$ cat src/rtl/diag_range_engine.sv
// SPI diagnostics engine: CPU halt/resume, config/status replies, and
// CRC-32 protected memory range reads and writes driven by SPI_Slave bytes.
module diag_range_engine #(
    parameter int ADDR_WIDTH   = 16,
    parameter int CONFIG_WIDTH = 4,
    parameter int MEM_LATENCY  = 1
) (
    input  logic                    fpga_clk,
    input  logic                    fpga_reset,
    input  logic                    rx_dv,
    input  logic [7:0]              rx_byte,
    output logic                    tx_dv,
    output logic [7:0]              tx_byte,
    input  logic                    spi_select,
    output logic                    halt,
    output logic [ADDR_WIDTH-1:0]   address,
    input  logic [7:0]              data,
    output logic [7:0]              data_out,
    output logic                    we,
    output logic                    cs,
    input  logic [CONFIG_WIDTH-1:0] configuration
);
    localparam int ADDR_BYTES = (ADDR_WIDTH + 7) / 8;
    localparam int HDR_BITS   = ADDR_BYTES * 8;

    localparam logic [7:0] CMD_HALT        = 8'hAA;
    localparam logic [7:0] CMD_RESUME      = 8'h55;
    localparam logic [7:0] CMD_READ_CONFIG = 8'h77;
    localparam logic [7:0] CMD_STATUS      = 8'h3C;
    localparam logic [7:0] CMD_READ_RANGE  = 8'h66;
    localparam logic [7:0] CMD_WRITE_RANGE = 8'h99;

    localparam logic [ADDR_WIDTH-1:0] ADDR_ONE = 1;
    localparam logic [ADDR_WIDTH:0]   CNT_ONE  = 1;
    localparam logic [3:0] HDR_LAST  = 4'(2 * ADDR_BYTES - 1);
    localparam logic [3:0] HDR_SPLIT = 4'(ADDR_BYTES);

    typedef enum logic [3:0] {
        ST_STARTUP,
        ST_RUNNING,
        ST_HALTED,
        ST_REPLY,
        ST_HDR,
        ST_RD_ISSUE,
        ST_RD_WAIT,
        ST_RD_NEXT,
        ST_WR_DATA,
        ST_WR_STROBE,
        ST_WR_HOLD,
        ST_CRC_SEND
    } state_t;

    state_t                  state, state_nxt;
    logic                    halt_nxt, tx_dv_nxt, we_nxt, cs_nxt;
    logic [7:0]              tx_byte_nxt, data_out_nxt;
    logic [ADDR_WIDTH-1:0]   address_nxt;
    logic [CONFIG_WIDTH-1:0] cfg_q, cfg_nxt;
    logic                    aborted_q, aborted_nxt, rejected_q, rejected_nxt;
    logic                    is_write_q, is_write_nxt;
    logic [3:0]              hdr_cnt_q, hdr_cnt_nxt;
    logic [HDR_BITS-1:0]     start_q, start_nxt, len_q, len_nxt;
    logic [ADDR_WIDTH:0]     count_q, count_nxt;
    logic [2:0]              wait_q, wait_nxt;
    logic [1:0]              crc_idx_q, crc_idx_nxt;
    logic [31:0]             crc_q, crc_nxt;

    logic [ADDR_WIDTH-1:0]   len_trunc;
    logic [ADDR_WIDTH:0]     len_count;
    logic [31:0]             crc_final;
    logic                    in_range_op;

    function automatic logic [31:0] crc32_byte(input logic [31:0] crc_in, input logic [7:0] b);
        logic [31:0] c;
        c = crc_in ^ {24'h0, b};
        for (int i = 0; i < 8; i++) begin
            c = c[0] ? ((c >> 1) ^ 32'hEDB88320) : (c >> 1);
        end
        return c;
    endfunction

    function automatic logic [7:0] crc_sel(input logic [31:0] v, input logic [1:0] idx);
        logic [7:0] r;
        case (idx)
            2'd0:    r = v[31:24];
            2'd1:    r = v[23:16];
            2'd2:    r = v[15:8];
            default: r = v[7:0];
        endcase
        return r;
    endfunction

    // A zero length field encodes a full 2^ADDR_WIDTH byte sweep.
    assign len_trunc   = ADDR_WIDTH'({len_q, rx_byte});
    assign len_count   = (len_trunc == '0) ? {1'b1, {ADDR_WIDTH{1'b0}}} : {1'b0, len_trunc};
    assign crc_final   = ~crc_q;
    assign in_range_op = (state == ST_HDR) || (state == ST_RD_ISSUE) || (state == ST_RD_WAIT) ||
                         (state == ST_RD_NEXT) || (state == ST_WR_DATA) || (state == ST_WR_STROBE) ||
                         (state == ST_WR_HOLD) || (state == ST_CRC_SEND);

    always_comb begin
        state_nxt    = state;
        halt_nxt     = halt;
        tx_dv_nxt    = 1'b0;
        tx_byte_nxt  = tx_byte;
        we_nxt       = 1'b0;
        cs_nxt       = cs;
        data_out_nxt = data_out;
        address_nxt  = address;
        cfg_nxt      = cfg_q;
        aborted_nxt  = aborted_q;
        rejected_nxt = rejected_q;
        is_write_nxt = is_write_q;
        hdr_cnt_nxt  = hdr_cnt_q;
        start_nxt    = start_q;
        len_nxt      = len_q;
        count_nxt    = count_q;
        wait_nxt     = wait_q;
        crc_idx_nxt  = crc_idx_q;
        crc_nxt      = crc_q;

        // Host deselect beats any byte arriving in the same cycle.
        if (in_range_op && spi_select) begin
            state_nxt   = ST_HALTED;
            cs_nxt      = 1'b0;
            aborted_nxt = 1'b1;
        end else begin
            case (state)
                ST_STARTUP: begin
                    cfg_nxt      = configuration;
                    aborted_nxt  = 1'b0;
                    rejected_nxt = 1'b0;
                    state_nxt    = ST_RUNNING;
                end
                ST_RUNNING, ST_HALTED: begin
                    if (rx_dv) begin
                        case (rx_byte)
                            CMD_HALT: begin
                                if (state == ST_RUNNING) begin
                                    halt_nxt  = 1'b1;
                                    state_nxt = ST_HALTED;
                                end
                            end
                            CMD_RESUME: begin
                                if (state == ST_HALTED) begin
                                    halt_nxt  = 1'b0;
                                    state_nxt = ST_RUNNING;
                                end
                            end
                            CMD_READ_CONFIG: begin
                                tx_dv_nxt   = 1'b1;
                                tx_byte_nxt = 8'(cfg_q);
                                state_nxt   = ST_REPLY;
                            end
                            CMD_STATUS: begin
                                tx_dv_nxt    = 1'b1;
                                tx_byte_nxt  = {halt, aborted_q, rejected_q, 5'b0};
                                aborted_nxt  = 1'b0;
                                rejected_nxt = 1'b0;
                                state_nxt    = ST_REPLY;
                            end
                            CMD_READ_RANGE, CMD_WRITE_RANGE: begin
                                if (state == ST_HALTED) begin
                                    is_write_nxt = (rx_byte == CMD_WRITE_RANGE);
                                    hdr_cnt_nxt  = '0;
                                    state_nxt    = ST_HDR;
                                end else begin
                                    rejected_nxt = 1'b1;
                                end
                            end
                            default: ;
                        endcase
                    end
                end
                ST_REPLY: begin
                    state_nxt = halt ? ST_HALTED : ST_RUNNING;
                end
                ST_HDR: begin
                    if (rx_dv) begin
                        if (hdr_cnt_q == HDR_LAST) begin
                            address_nxt = ADDR_WIDTH'(start_q);
                            count_nxt   = len_count;
                            aborted_nxt = 1'b0;
                            crc_nxt     = 32'hFFFF_FFFF;
                            state_nxt   = is_write_q ? ST_WR_DATA : ST_RD_ISSUE;
                        end else begin
                            if (hdr_cnt_q < HDR_SPLIT) begin
                                start_nxt = HDR_BITS'({start_q, rx_byte});
                            end else begin
                                len_nxt = HDR_BITS'({len_q, rx_byte});
                            end
                            hdr_cnt_nxt = hdr_cnt_q + 4'd1;
                        end
                    end
                end
                ST_RD_ISSUE: begin
                    cs_nxt    = 1'b1;
                    wait_nxt  = 3'(MEM_LATENCY - 1);
                    state_nxt = ST_RD_WAIT;
                end
                ST_RD_WAIT: begin
                    if (wait_q == '0) begin
                        tx_dv_nxt   = 1'b1;
                        tx_byte_nxt = data;
                        crc_nxt     = crc32_byte(crc_q, data);
                        state_nxt   = ST_RD_NEXT;
                    end else begin
                        wait_nxt = wait_q - 3'd1;
                    end
                end
                ST_RD_NEXT: begin
                    if (rx_dv) begin
                        count_nxt   = count_q - CNT_ONE;
                        address_nxt = address + ADDR_ONE;
                        if (count_q != CNT_ONE) begin
                            state_nxt = ST_RD_ISSUE;
                        end else begin
                            cs_nxt      = 1'b0;
                            tx_dv_nxt   = 1'b1;
                            tx_byte_nxt = crc_final[31:24];
                            crc_idx_nxt = 2'd0;
                            state_nxt   = ST_CRC_SEND;
                        end
                    end
                end
                ST_WR_DATA: begin
                    if (rx_dv) begin
                        data_out_nxt = rx_byte;
                        cs_nxt       = 1'b1;
                        we_nxt       = 1'b1;
                        crc_nxt      = crc32_byte(crc_q, rx_byte);
                        state_nxt    = ST_WR_STROBE;
                    end
                end
                ST_WR_STROBE: begin
                    cs_nxt    = 1'b0;
                    state_nxt = ST_WR_HOLD;
                end
                // Address is held one cycle past the strobe before advancing.
                ST_WR_HOLD: begin
                    address_nxt = address + ADDR_ONE;
                    count_nxt   = count_q - CNT_ONE;
                    if (count_q == CNT_ONE) begin
                        tx_dv_nxt   = 1'b1;
                        tx_byte_nxt = crc_final[31:24];
                        crc_idx_nxt = 2'd0;
                        state_nxt   = ST_CRC_SEND;
                    end else begin
                        state_nxt = ST_WR_DATA;
                    end
                end
                ST_CRC_SEND: begin
                    if (rx_dv) begin
                        if (crc_idx_q == 2'd3) begin
                            state_nxt = ST_HALTED;
                        end else begin
                            crc_idx_nxt = crc_idx_q + 2'd1;
                            tx_dv_nxt   = 1'b1;
                            tx_byte_nxt = crc_sel(crc_final, crc_idx_q + 2'd1);
                        end
                    end
                end
                default: state_nxt = ST_STARTUP;
            endcase
        end
    end

    always_ff @(posedge fpga_clk) begin
        if (!fpga_reset) begin
            state      <= ST_STARTUP;
            halt       <= 1'b0;
            tx_dv      <= 1'b0;
            tx_byte    <= '0;
            we         <= 1'b0;
            cs         <= 1'b0;
            data_out   <= '0;
            address    <= '0;
            cfg_q      <= '0;
            aborted_q  <= 1'b0;
            rejected_q <= 1'b0;
            is_write_q <= 1'b0;
            hdr_cnt_q  <= '0;
            start_q    <= '0;
            len_q      <= '0;
            count_q    <= '0;
            wait_q     <= '0;
            crc_idx_q  <= '0;
            crc_q      <= '0;
        end else begin
            state      <= state_nxt;
            halt       <= halt_nxt;
            tx_dv      <= tx_dv_nxt;
            tx_byte    <= tx_byte_nxt;
            we         <= we_nxt;
            cs         <= cs_nxt;
            data_out   <= data_out_nxt;
            address    <= address_nxt;
            cfg_q      <= cfg_nxt;
            aborted_q  <= aborted_nxt;
            rejected_q <= rejected_nxt;
            is_write_q <= is_write_nxt;
            hdr_cnt_q  <= hdr_cnt_nxt;
            start_q    <= start_nxt;
            len_q      <= len_nxt;
            count_q    <= count_nxt;
            wait_q     <= wait_nxt;
            crc_idx_q  <= crc_idx_nxt;
            crc_q      <= crc_nxt;
        end
    end
endmodule

$ cat config.mk
export PLATFORM = sky130hd
export DESIGN_NAME = diag_range_engine
export DESIGN_NICKNAME = d
export VERILOG_FILES = /design/src/rtl/diag_range_engine.sv
export SDC_FILE = /design/constraint.sdc
export NUM_CORES = 1
export LEC_CHECK = 0
export BUFFER_PORTS_ARGS = -buffer_cell sky130_fd_sc_hd__buf_2
export CORE_MARGIN = 2
export CORE_UTILIZATION = 39
export CTS_CLUSTER_SIZE = 16
export DETAILED_ROUTE_END_ITERATION = 8
export PLACE_DENSITY = 0.57
export SLEW_MARGIN = 20
export SYNTH_ARGS = -nofsm -noshare
export SYNTH_HDL_FRONTEND = slang
export SYNTH_SLANG_ARGS = --single-unit
$ cat constraint.sdc
create_clock -name fpga_clk -period 2.9 [get_ports fpga_clk]
set_input_delay 0.58 -clock fpga_clk [delete_from_list [all_inputs] [get_ports fpga_clk]]
set_output_delay 0.58 -clock fpga_clk [all_outputs]
set_load 0.02 [all_outputs]
==> reports/metrics.cfg, run 1 <==
[worst_setup_path]
worstPathCellList=buf_4 > xor2_1 > nand2_1 > o31a_1 > a2111oi_4 > buf_4 > nor2_1 > a311oi_1
rrSetupSlack_ns=0.32
cp-start-kind=flop
reg2reg_from=state[2]$_SDFFE_PP0P_
critical_path.max_stage_delay_ns=0.60
arrival_ns=2.92
reg2reg_to=tx_byte[1]$_SDFFE_PN0P_
crit_required_ns=3.24
crit_path_frequent_cell=buf_4
crit_fanout=15
cp_slowest_cell=dfxtp_1
rr_worst_depth=8
path_class=flop to flop
critPathLaunch=state[2]$_SDFFE_PP0P_
cp-endpoint=tx_byte[1]$_SDFFE_PN0P_
critPathCaptureType=flop

[power]
power.density_mw_per_mm2=894.7
seq_power_share_pct=26.2
p_int_mw=5.285
vdd_drop_max_v=0.0003944
swShare_pct=40.30
leakagePower_nw=3.866
comb_power_share_pct=48.9
power_switching_mw=3.567
clock_power_share_pct=25.0

[routing]
routed_via_density=5.798
drt_pass1_iterations=5
drc=0
vias=7938
ant_nets=0
wl_per_cell_um=19.86
drtIter0Drc=638
finalWirelength_um=27180

[run_status]
outcome=finished clean

[synth]
synth_area_per_cell_um2=8.318
synth.area.top_cells=dfxtp_1 (31%), xnor2_1 (8.2%), nor2_1 (5.2%)
async_flop_share_pct=0
synth-seq-cells=129
yosysSeqAreaShare_pct=30.53
synth.top_cell.area_share_pct=30.53
synth_edf_count=0
syn_inst=1017
synth.net_count=1052
yosys_warnings=0
yosys.area.top_type=dfxtp_1
synthFlopType=dfxtp_1
syn-cell-area_mm2=0.008459
synth_cell_type_count=80

[layout]
num_antenna_cells=0
area_delta_synth_final_pct=16.95
regArea_mm2=0.002582
final_nets=1117
instances_no_fill=1369
multi_input_area_mm2=0.005508
drive_gt1_share_pct=17.92
nFillCells=2073

[clocking]
cts_resized=0
cts_hold_buf=0
clock_latency_ns=0.44
cts_tree=done
cts_made_buffers=17
htreeDepth=4
clock-sinks=129
clock-root-buffer=clkbuf_16
clk_path_buf_depth=2
cts_setup_buffers=0
cts.clk_slew.worst_paths_ns=0.06

[global_route]
first_global_vias=7486
antenna_found_initial=0
grt_util_all_layers_pct=24.63
grt_overflow_total=0
grt_max_degree=61
grt_pass1_wl_um=43200

[floorplan]
die_x_um=151.3
fp.coreArea_mm2=0.02115
initial_core_util_pct=39.99
rows=53
die_y_um=151.3
die_area_mm2=0.02288
ioPinCount=60

[flow_run]
cap_violations=0

[timing]
grt_setup_unrepaired=no
finalHoldViolCount=0
setup_viol=0
fin_skew_ns=0.008335
min_period_over_period_pct=89.11
maxSlewHeadroom_pct=47.19
finalMaxSlewViolations=0
maxClockFrequency_mhz=387.0
min_period_ns=2.584
worst_pin_slew_ns=0.7892
fin_tns_setup_ns=0

[place]
portBuffers=59
dp_hpwl_um=19160
dp_cells=1338
gp_congestion=0.8906

[hold_path]
worstHoldPathType=primary input to flop

[cells in the mapped netlist (all sizes together) (7+ instances only)]
cell    count
nor4       10
nor2b      12
clkbuf     47
nand2      64
o21a        7
ha         11
buf        25
nor3       27
a22oi      13
and3        8
nand3      22
inv        22
o22ai      32
a211oi     16
nor2      119
nand2b      7
o21ai      76
xnor2      90
a311oi     10
a31oi       9
a21oi      78
a221oi     10
dfxtp     129
mux2i      40
xor2       35
o311ai      8
[power groups by stage]
stage / registers (mW) / logic, mW / clock network [mW]
floorplan: 2.26 / 3.20 / 0
global placement: 2.35 / 4.25 / 0
detailed placement: 2.35 / 4.27 / 0
CTS: 2.31 / 4.30 / 2.24
global route: 2.35 / 4.70 / 2.33
finish: 2.32 / 4.33 / 2.21
[state kept, by name, indices dropped and copies added, names as in the netlist, 2 cells and up]
signal     flops
count_q       17
hdr_cnt_q      4
cfg_q          4
wait_q         3
data_out       8
tx_byte        8
len_q          8
crc_idx_q      2
address       16
crc_q         32
state          4
start_q       16
[routing by layer]
layer | vias to the layer above | global-route usage (%) | share of wire [%]
met5 | - | 0 | 0
met4 | 0 | 7.056 | 2.4
met3 | 57 | 5.572 | 7.8
met2 | 339 | 37.13 | 44
met1 | 3746 | 35.10 | 45
li1 | 3796 | - | -
[how the worst min path moves through the flow]
stage,from,end,slack [ns],depth (start not counted)
final,configuration[0],cfg_q[0]$_SDFFE_PN0P_,0.38,3
after global routing,configuration[1],cfg_q[1]$_SDFFE_PN0P_,0.39,3
after CTS,configuration[0],cfg_q[0]$_SDFFE_PN0P_,0.37,3
after detailed placement,wait_q[0]$_SDFFE_PN0P_,wait_q[0]$_SDFFE_PN0P_,0.45,2
after global placement,wait_q[0]$_SDFFE_PN0P_,wait_q[0]$_SDFFE_PN0P_,0.44,2
after floorplan,wait_q[0]$_SDFFE_PN0P_,wait_q[0]$_SDFFE_PN0P_,0.43,2
[layout by cell type, fill, tap and decap left out, drive strengths merged, types with 6 or more instances in the layout]
cell,count
ha,11
o311ai,8
mux2i,40
clkbuf,20
o21ai,76
clkinv,6
nor4,10
xnor2,90
a311oi,10
dfxtp,129
a211oi,16
and3,8
buf,118
a221oi,10
and2,6
o221a,6
nand4,6
nand2,64
o22ai,32
a22oi,13
or3,6
nand3,22
inv,25
nor2,119
nor2b,12
o21a,7
nand2b,7
a31oi,9
xor2,35
a21oi,78
nor3,27
xnor3,6
[stage by stage]
step	hold WS (ns)	setup slack (ns)	utilization (%)	total power, mW	cell area (µm²)
2_1_floorplan	0.4319	0.3922	-	5.460	8459
3_3_place_gp	0.4417	0.2512	43.95	6.594	9296
3_5_place_dp	0.4517	0.2333	43.95	6.617	9296
4_1_cts	0.3731	0.3702	46.77	8.843	9893
5_1_grt	0.3935	0.1026	46.77	9.381	9893
6_report	0.3786	0.3158	46.77	8.852	9893
[logic make-up (layout without fill, tap and decap cells)]
logic type	after synthesis	count (layout)	synth area share, %
adder cells (fa/ha/maj)	11	11	1.627
buffers and inverters	95	172	4.807
AO/OA/AOI/OAI	299	299	23.24
XOR/XNOR	132	132	16.82
AND/OR/NAND/NOR	310	310	18.12
flip-flops	129	129	30.53
multiplexers	41	41	4.866
[critical path: cells and delay by family (launching register included)]
kind | cells | cell delay [ns]
compound gates | 3 | 0.76
xor+xnor | 1 | 0.26
buf+inv | 2 | 0.54
flops | 1 | 0.60
simple gates | 2 | 0.32
[area by class of cell]
| cell class | instances | area share [%] |
|---|---|---|
| clock inverters | 11 | 1.315 |
| clock buffers | 20 | 4.717 |
| inverters | 23 | 0.8726 |
| multi-input cells | 793 | 55.67 |
| flip-flops and latches | 129 | 26.10 |
| repair buffers | 118 | 7.841 |
| well taps | 275 | 3.478 |
Note: power is estimated with default switching activity, not from simulation.
==> inputs of run 2 (changes only) <==
Settings changed: REMOVE_ABC_BUFFERS set to 1.
==> reports/metrics.cfg, run 2 (synthesis gave the netlist of run 1 again) <==
[floorplan]
rows=53  ; unchanged
die_x_um=151.3  ; unchanged
fp.coreArea_mm2=0.02115  ; unchanged
ioPinCount=60  ; unchanged
die_area_mm2=0.02288  ; unchanged
initial_core_util_pct=39.99  ; unchanged
die_y_um=151.3  ; unchanged

[routing]
vias=8032  ; +1.2%
drtIter0Drc=647  ; +1.4%
drt_pass1_iterations=5  ; unchanged
drc=0  ; unchanged
routed_via_density=5.816  ; +0.30%
ant_nets=0  ; unchanged
finalWirelength_um=27330  ; +0.53%
wl_per_cell_um=19.79  ; -0.34%

[layout]
final_nets=1128  ; +0.98%
drive_gt1_share_pct=18.90  ; +0.98 points
layout_common_cells=dfxtp_1 (129), nor2_1 (118), xnor2_1 (79)
num_antenna_cells=0  ; unchanged
area_delta_synth_final_pct=18.34
largest_register_ffs=32  ; unchanged
fin_area_mm2=0.01001  ; +1.2%
multi_input_area_mm2=0.005515  ; +0.14%
regArea_mm2=0.002582  ; unchanged
layout_commonest_cell=dfxtp_1
top_register=crc_q
reg.largest.list=crc_q (32), count_q (17)
nFillCells=2059  ; -0.68%

[worst_setup_path]
reg2reg_to=tx_byte[2]$_SDFFE_PN0P_
crit_fanout=15  ; unchanged
cp-endpoint=tx_byte[2]$_SDFFE_PN0P_
arrival_ns=2.92  ; about the same
path_delay_family=compound AO/OA/AOI/OAI gates
cp-start-kind=flop
critical_path.max_stage_delay_ns=0.62  ; +0.02 ns
cp.buffers_inverters=2  ; unchanged
rr_worst_depth=8  ; unchanged
cp_slowest_cell=dfxtp_1
worstPathCellList=buf_4 > xor2_1 > nand2_1 > o31a_1 > a2111oi_4 > buf_12 > nor2_1 > a311oi_1
critPathCaptureType=flop
critPathLaunch=state[2]$_SDFFE_PP0P_
path_class=flop to flop
rrSetupSlack_ns=0.33  ; about the same
reg2reg_from=state[2]$_SDFFE_PP0P_
crit_required_ns=3.24  ; about the same
cp.depth=8  ; unchanged

[place]
gp_congestion=0.9017  ; +1.2%
place_area_mm2=0.009392  ; +1.0%
portBuffers=59  ; unchanged
dp_hpwl_um=19130  ; -0.15%

[timing]
worst_pin_slew_ns=0.7462  ; -0.04303 ns
fin_skew_ns=0.01399  ; +0.005650 ns
min_period_over_period_pct=88.76  ; -0.35 points
maxSlewHeadroom_pct=50.07  ; +2.9 points
finalHoldViolCount=0  ; unchanged
grt_setup_unrepaired=no
finalMaxSlewViolations=0  ; unchanged
setup_viol=0  ; unchanged
maxClockFrequency_mhz=388.5  ; +0.39%
holdWs_ns=0.3778  ; -0.0008340 ns
min_period_ns=2.574  ; -0.01011 ns

[power]
vdd_drop_max_v=0.0003605  ; -8.6%
power.density_mw_per_mm2=896.2  ; +0.17%
leakagePower_nw=3.918  ; +1.4%

[global_route]
first_global_vias=7391  ; -1.3%
grt_max_degree=40  ; -34%
grt_util_all_layers_pct=24.28  ; -0.35 points
grt_overflow_total=0  ; unchanged
antenna_found_initial=0  ; unchanged
grt_pass1_wl_um=42610  ; -1.4%

[clocking]
cts_resized=0  ; unchanged
clock_latency_ns=0.44  ; about the same
clock-sinks=129  ; unchanged
cts_hold_buf=0  ; unchanged
clock-root-buffer=clkbuf_16
clk_path_buf_depth=2  ; unchanged
htreeDepth=4  ; unchanged
cts_setup_buffers=0  ; unchanged
cts.clk_slew.worst_paths_ns=0.06  ; about the same
cts_made_buffers=17  ; unchanged
cts_tree=done

[flow_run]
cap_violations=0  ; unchanged

[run_status]
outcome=finished clean

[hold_path]
worstHoldPathType=primary input to flop

run 2: changes by cell type in the layout (fill, tap and decap cells not counted), moves of 2 or more:
cell and change:
buf_4 +10, clkinvlp_4 +3, inv_6 +3, clkinv_4 -4
clkinv_2 -2
run 2: per-stage QoR:
stage / setup WS [ns] / util [%] / TNS [ns] / std cells / power [mW]
detailed placement: 0.2165 / 44.40 / 0 / 1349 / 6.651
global route: 0.1711 / 47.32 / 0 / 1381 / 9.445
floorplan: -0.4940 / - / -14.20 / 945 / 5.366
finish: 0.3259 / 47.32 / 0 / 1381 / 8.972
CTS: 0.3849 / 47.29 / 0 / 1381 / 8.946
global placement: 0.2693 / 44.40 / 0 / 1349 / 6.650
run 2: routing by layer:
metal  vias up  wire length, µm  global-route usage (%)
li1       3832                -                       -
met1      3875            13100                   35.24
met2       275            12140                   36.61
met3        50             1532                   3.946
met4         0              554                   7.664
met5         -                0                       0
run 2: worst min-delay path by stage:
stage                      startpoint                     end  slack, ns  depth (start not counted)
2_1_floorplan  wait_q[0]$_SDFFE_PN0P_  wait_q[0]$_SDFFE_PN0P_       0.43                          2
3_3_place_gp   wait_q[0]$_SDFFE_PN0P_  wait_q[0]$_SDFFE_PN0P_       0.44                          2
3_5_place_dp   wait_q[0]$_SDFFE_PN0P_  wait_q[0]$_SDFFE_PN0P_       0.45                          2
4_1_cts              configuration[1]   cfg_q[1]$_SDFFE_PN0P_       0.38                          3
5_1_grt              configuration[1]   cfg_q[1]$_SDFFE_PN0P_       0.43                          3
6_report             configuration[1]   cfg_q[1]$_SDFFE_PN0P_       0.38                          3
run 2: area by class of cell:
cell class | instances | share of cell area, %
flip-flops and latches | 129 | 25.80
well taps | 275 | 3.437
repair buffers | 129 | 8.699
multi-input cells | 793 | 55.09
inverters | 23 | 0.8624
clock inverters | 12 | 1.450
clock buffers | 20 | 4.662
run 2: worst register-to-register path: cells and delay by family, from the launching register on:
kind / cells / cell delay, ns
AO/OA/AOI/OAI: 3 / 0.81
AND/OR/NAND/NOR: 2 / 0.31
XOR/XNOR: 1 / 0.29
buffers and inverters: 2 / 0.45
flip-flops: 1 / 0.62
run 2: report_power, final:
| part | total (mW) | switching (mW) | internal, mW |
|---|---|---|---|
| registers | 2.30 | 0.305 | 1.99 |
| logic | 4.39 | 2.37 | 2.01 |
| clock network | 2.29 | 0.934 | 1.35 |
==> inputs of run 3 (changes only) <==
Clock period 2.9 ns to 2.5 ns, I/O delays scaled along.
==> reports/metrics.cfg, run 3 (synthesis gave the netlist of run 1 again) <==
[timing]
setup_viol=0  ; unchanged
maxClockFrequency_mhz=419.7  ; +8.0%
min_period_over_period_pct=95.30  ; +6.5 points
worst_pin_slew_ns=0.8984  ; +0.1522 ns
maxSlewHeadroom_pct=39.88  ; -10 points
min_period_ns=2.382  ; -0.1916 ns
finalHoldViolCount=0  ; unchanged
finalMaxSlewViolations=0  ; unchanged
holdWs_ns=0.3100  ; -0.06783 ns
grt_setup_unrepaired=no
fin_tns_setup_ns=0  ; unchanged
fin_ws_ns=0.1175  ; -0.2084 ns
fin_skew_ns=0.01599  ; +0.002005 ns

[clocking]
cts_made_buffers=17  ; unchanged
cts_tree=done
clock-sinks=129  ; unchanged
cts_hold_buf=0  ; unchanged
htreeDepth=4  ; unchanged
clk_path_buf_depth=2  ; unchanged
cts.clk_slew.worst_paths_ns=0.06  ; about the same
clock_latency_ns=0.43  ; about the same
clock-root-buffer=clkbuf_16
cts_resized=0  ; unchanged
cts_setup_buffers=0  ; unchanged

[routing]
ant_nets=0  ; unchanged
wl_per_cell_um=19.82  ; +0.16%
drtIter0Drc=577  ; -11%
routed_via_density=5.711  ; -1.8%
finalWirelength_um=27860  ; +2.0%
drc=0  ; unchanged
vias=8029  ; -0.037%
drt_pass1_iterations=5  ; unchanged

[layout]
layout_commonest_cell=dfxtp_1
num_antenna_cells=0  ; unchanged
drive_gt1_share_pct=20.95  ; +2.1 points
area_delta_synth_final_pct=21.65
final_nets=1153  ; +2.2%
largest_register_ffs=32  ; unchanged
layout_common_cells=dfxtp_1 (129), nor2_1 (118), buf_4 (89)
fin_util_pct=48.65  ; +1.3 points
top_register=crc_q
fin_area_mm2=0.01029  ; +2.8%
reg.largest.list=crc_q (32), count_q (17)
nFillCells=2064  ; +0.24%
instances_no_fill=1406  ; +1.8%

[global_route]
grt_overflow_total=0  ; unchanged
grt_util_all_layers_pct=25.15  ; +0.87 points
antenna_found_initial=0  ; unchanged
met3_usage_pct=4.669  ; +0.72 points
grt-busiest-layer=met2
grt_pass1_wl_um=44060  ; +3.4%
grt_max_degree=69  ; +73%
first_global_vias=7665  ; +3.7%
use_met2_pct=39.07  ; +2.5 points
grtUsageMet1_pct=35.91  ; +0.66 points

[power]
power.total_mw=10.76  ; +20%
power.density_mw_per_mm2=1045  ; +17%
vdd_drop_max_v=0.0005239  ; +45%
leakagePower_nw=4.087  ; +4.3%

[floorplan]
die_area_mm2=0.02288  ; unchanged
die_y_um=151.3  ; unchanged
initial_core_util_pct=39.99  ; unchanged
fp.coreArea_mm2=0.02115  ; unchanged
ioPinCount=60  ; unchanged
rows=53  ; unchanged
die_x_um=151.3  ; unchanged

[worst_setup_path]
rr_worst_depth=7  ; -1
worstPathCellList=buf_4 > or4b_2 > o22ai_2 > a311oi_1 > o2111a_1 > o311a_1 > nor3_1
critPathCaptureType=flop
cp_slowest_cell=or4b_2
crit_required_ns=2.83  ; -0.41 ns
critical_path.max_stage_delay_ns=0.65  ; +0.03 ns
crit_fanout=12  ; -3
reg2reg_to=state[3]$_SDFFE_PP0P_
path_class=flop to flop
cp-endpoint=state[3]$_SDFFE_PP0P_
reg2reg_from=state[3]$_SDFFE_PP0P_
rrSetupSlack_ns=0.12  ; -0.21 ns
arrival_ns=2.71  ; -0.21 ns
cp-start-kind=flop
critPathLaunch=state[3]$_SDFFE_PP0P_

[place]
dp_slack_ns=0.02509  ; -0.1914 ns
dp_hpwl_um=19890  ; +4.0%
portBuffers=59  ; unchanged
dp_cells=1374  ; +1.9%
place_area_mm2=0.009604  ; +2.3%
gp_congestion=0.9190  ; +1.9%

[hold_path]
worstHoldPathType=primary input to flop

[run_status]
outcome=finished clean

[flow_run]
cap_violations=0  ; unchanged

-- run 3: cell types whose count changed in the layout (fill, tap and decap cells not counted) --
cell | before | now
buf_12 | 4 | 6
clkbuf_8 | 3 | 1
nand3_2 | 0 | 2
buf_4 | 66 | 89
inv_6 | 5 | 4
clkinv_2 | 0 | 1
clkinvlp_4 | 4 | 2
nand3_1 | 22 | 20
bufinv_16 | 2 | 5
nor3b_2 | 0 | 1
nor3b_1 | 5 | 4
clkinv_4 | 0 | 1
-- run 3: metal layers --
metal / wire length, µm / up-vias
met5: 0 / -
met4: 423 / 0
met3: 1613 / 29
met2: 12750 / 256
met1: 13070 / 3869
li1: - / 3875
-- run 3: how the worst min path moves through the flow --
| stage | startpoint | endpoint | slack, ns | depth (start not counted) |
|---|---|---|---|---|
| floorplan | wait_q[0]$_SDFFE_PN0P_ | wait_q[0]$_SDFFE_PN0P_ | 0.43 | 2 |
| CTS | configuration[3] | cfg_q[3]$_SDFFE_PN0P_ | 0.31 | 3 |
| global placement | wait_q[0]$_SDFFE_PN0P_ | wait_q[0]$_SDFFE_PN0P_ | 0.44 | 2 |
| finish | configuration[3] | cfg_q[3]$_SDFFE_PN0P_ | 0.31 | 3 |
| global route | configuration[2] | cfg_q[2]$_SDFFE_PN0P_ | 0.32 | 3 |
| detailed placement | wait_q[0]$_SDFFE_PN0P_ | wait_q[0]$_SDFFE_PN0P_ | 0.44 | 2 |
-- run 3: power by group --
part	switching, mW	internal, mW
Sequential	0.329	2.31
Combinational	2.80	2.44
Clock	1.05	1.82
-- run 3: cell type report --
type	instances	area (µm²)	area share, %
inverter	23	86.33	0.8389
sequential	129	2582	25.09
timing repair buffer	154	1084	10.53
clock inverter	14	225.2	2.188
multi-input combinational	793	5530	53.74
clock buffer	18	439.2	4.267
tap	275	344.1	3.343
-- run 3: worst max-delay path, delay by kind of cell, from the launching register on --
family	cells	cell delay, ns
AND/OR/NAND/NOR	2	0.85
AO/OA/AOI/OAI	4	0.84
flip-flops	1	0.36
buffers and inverters	1	0.22
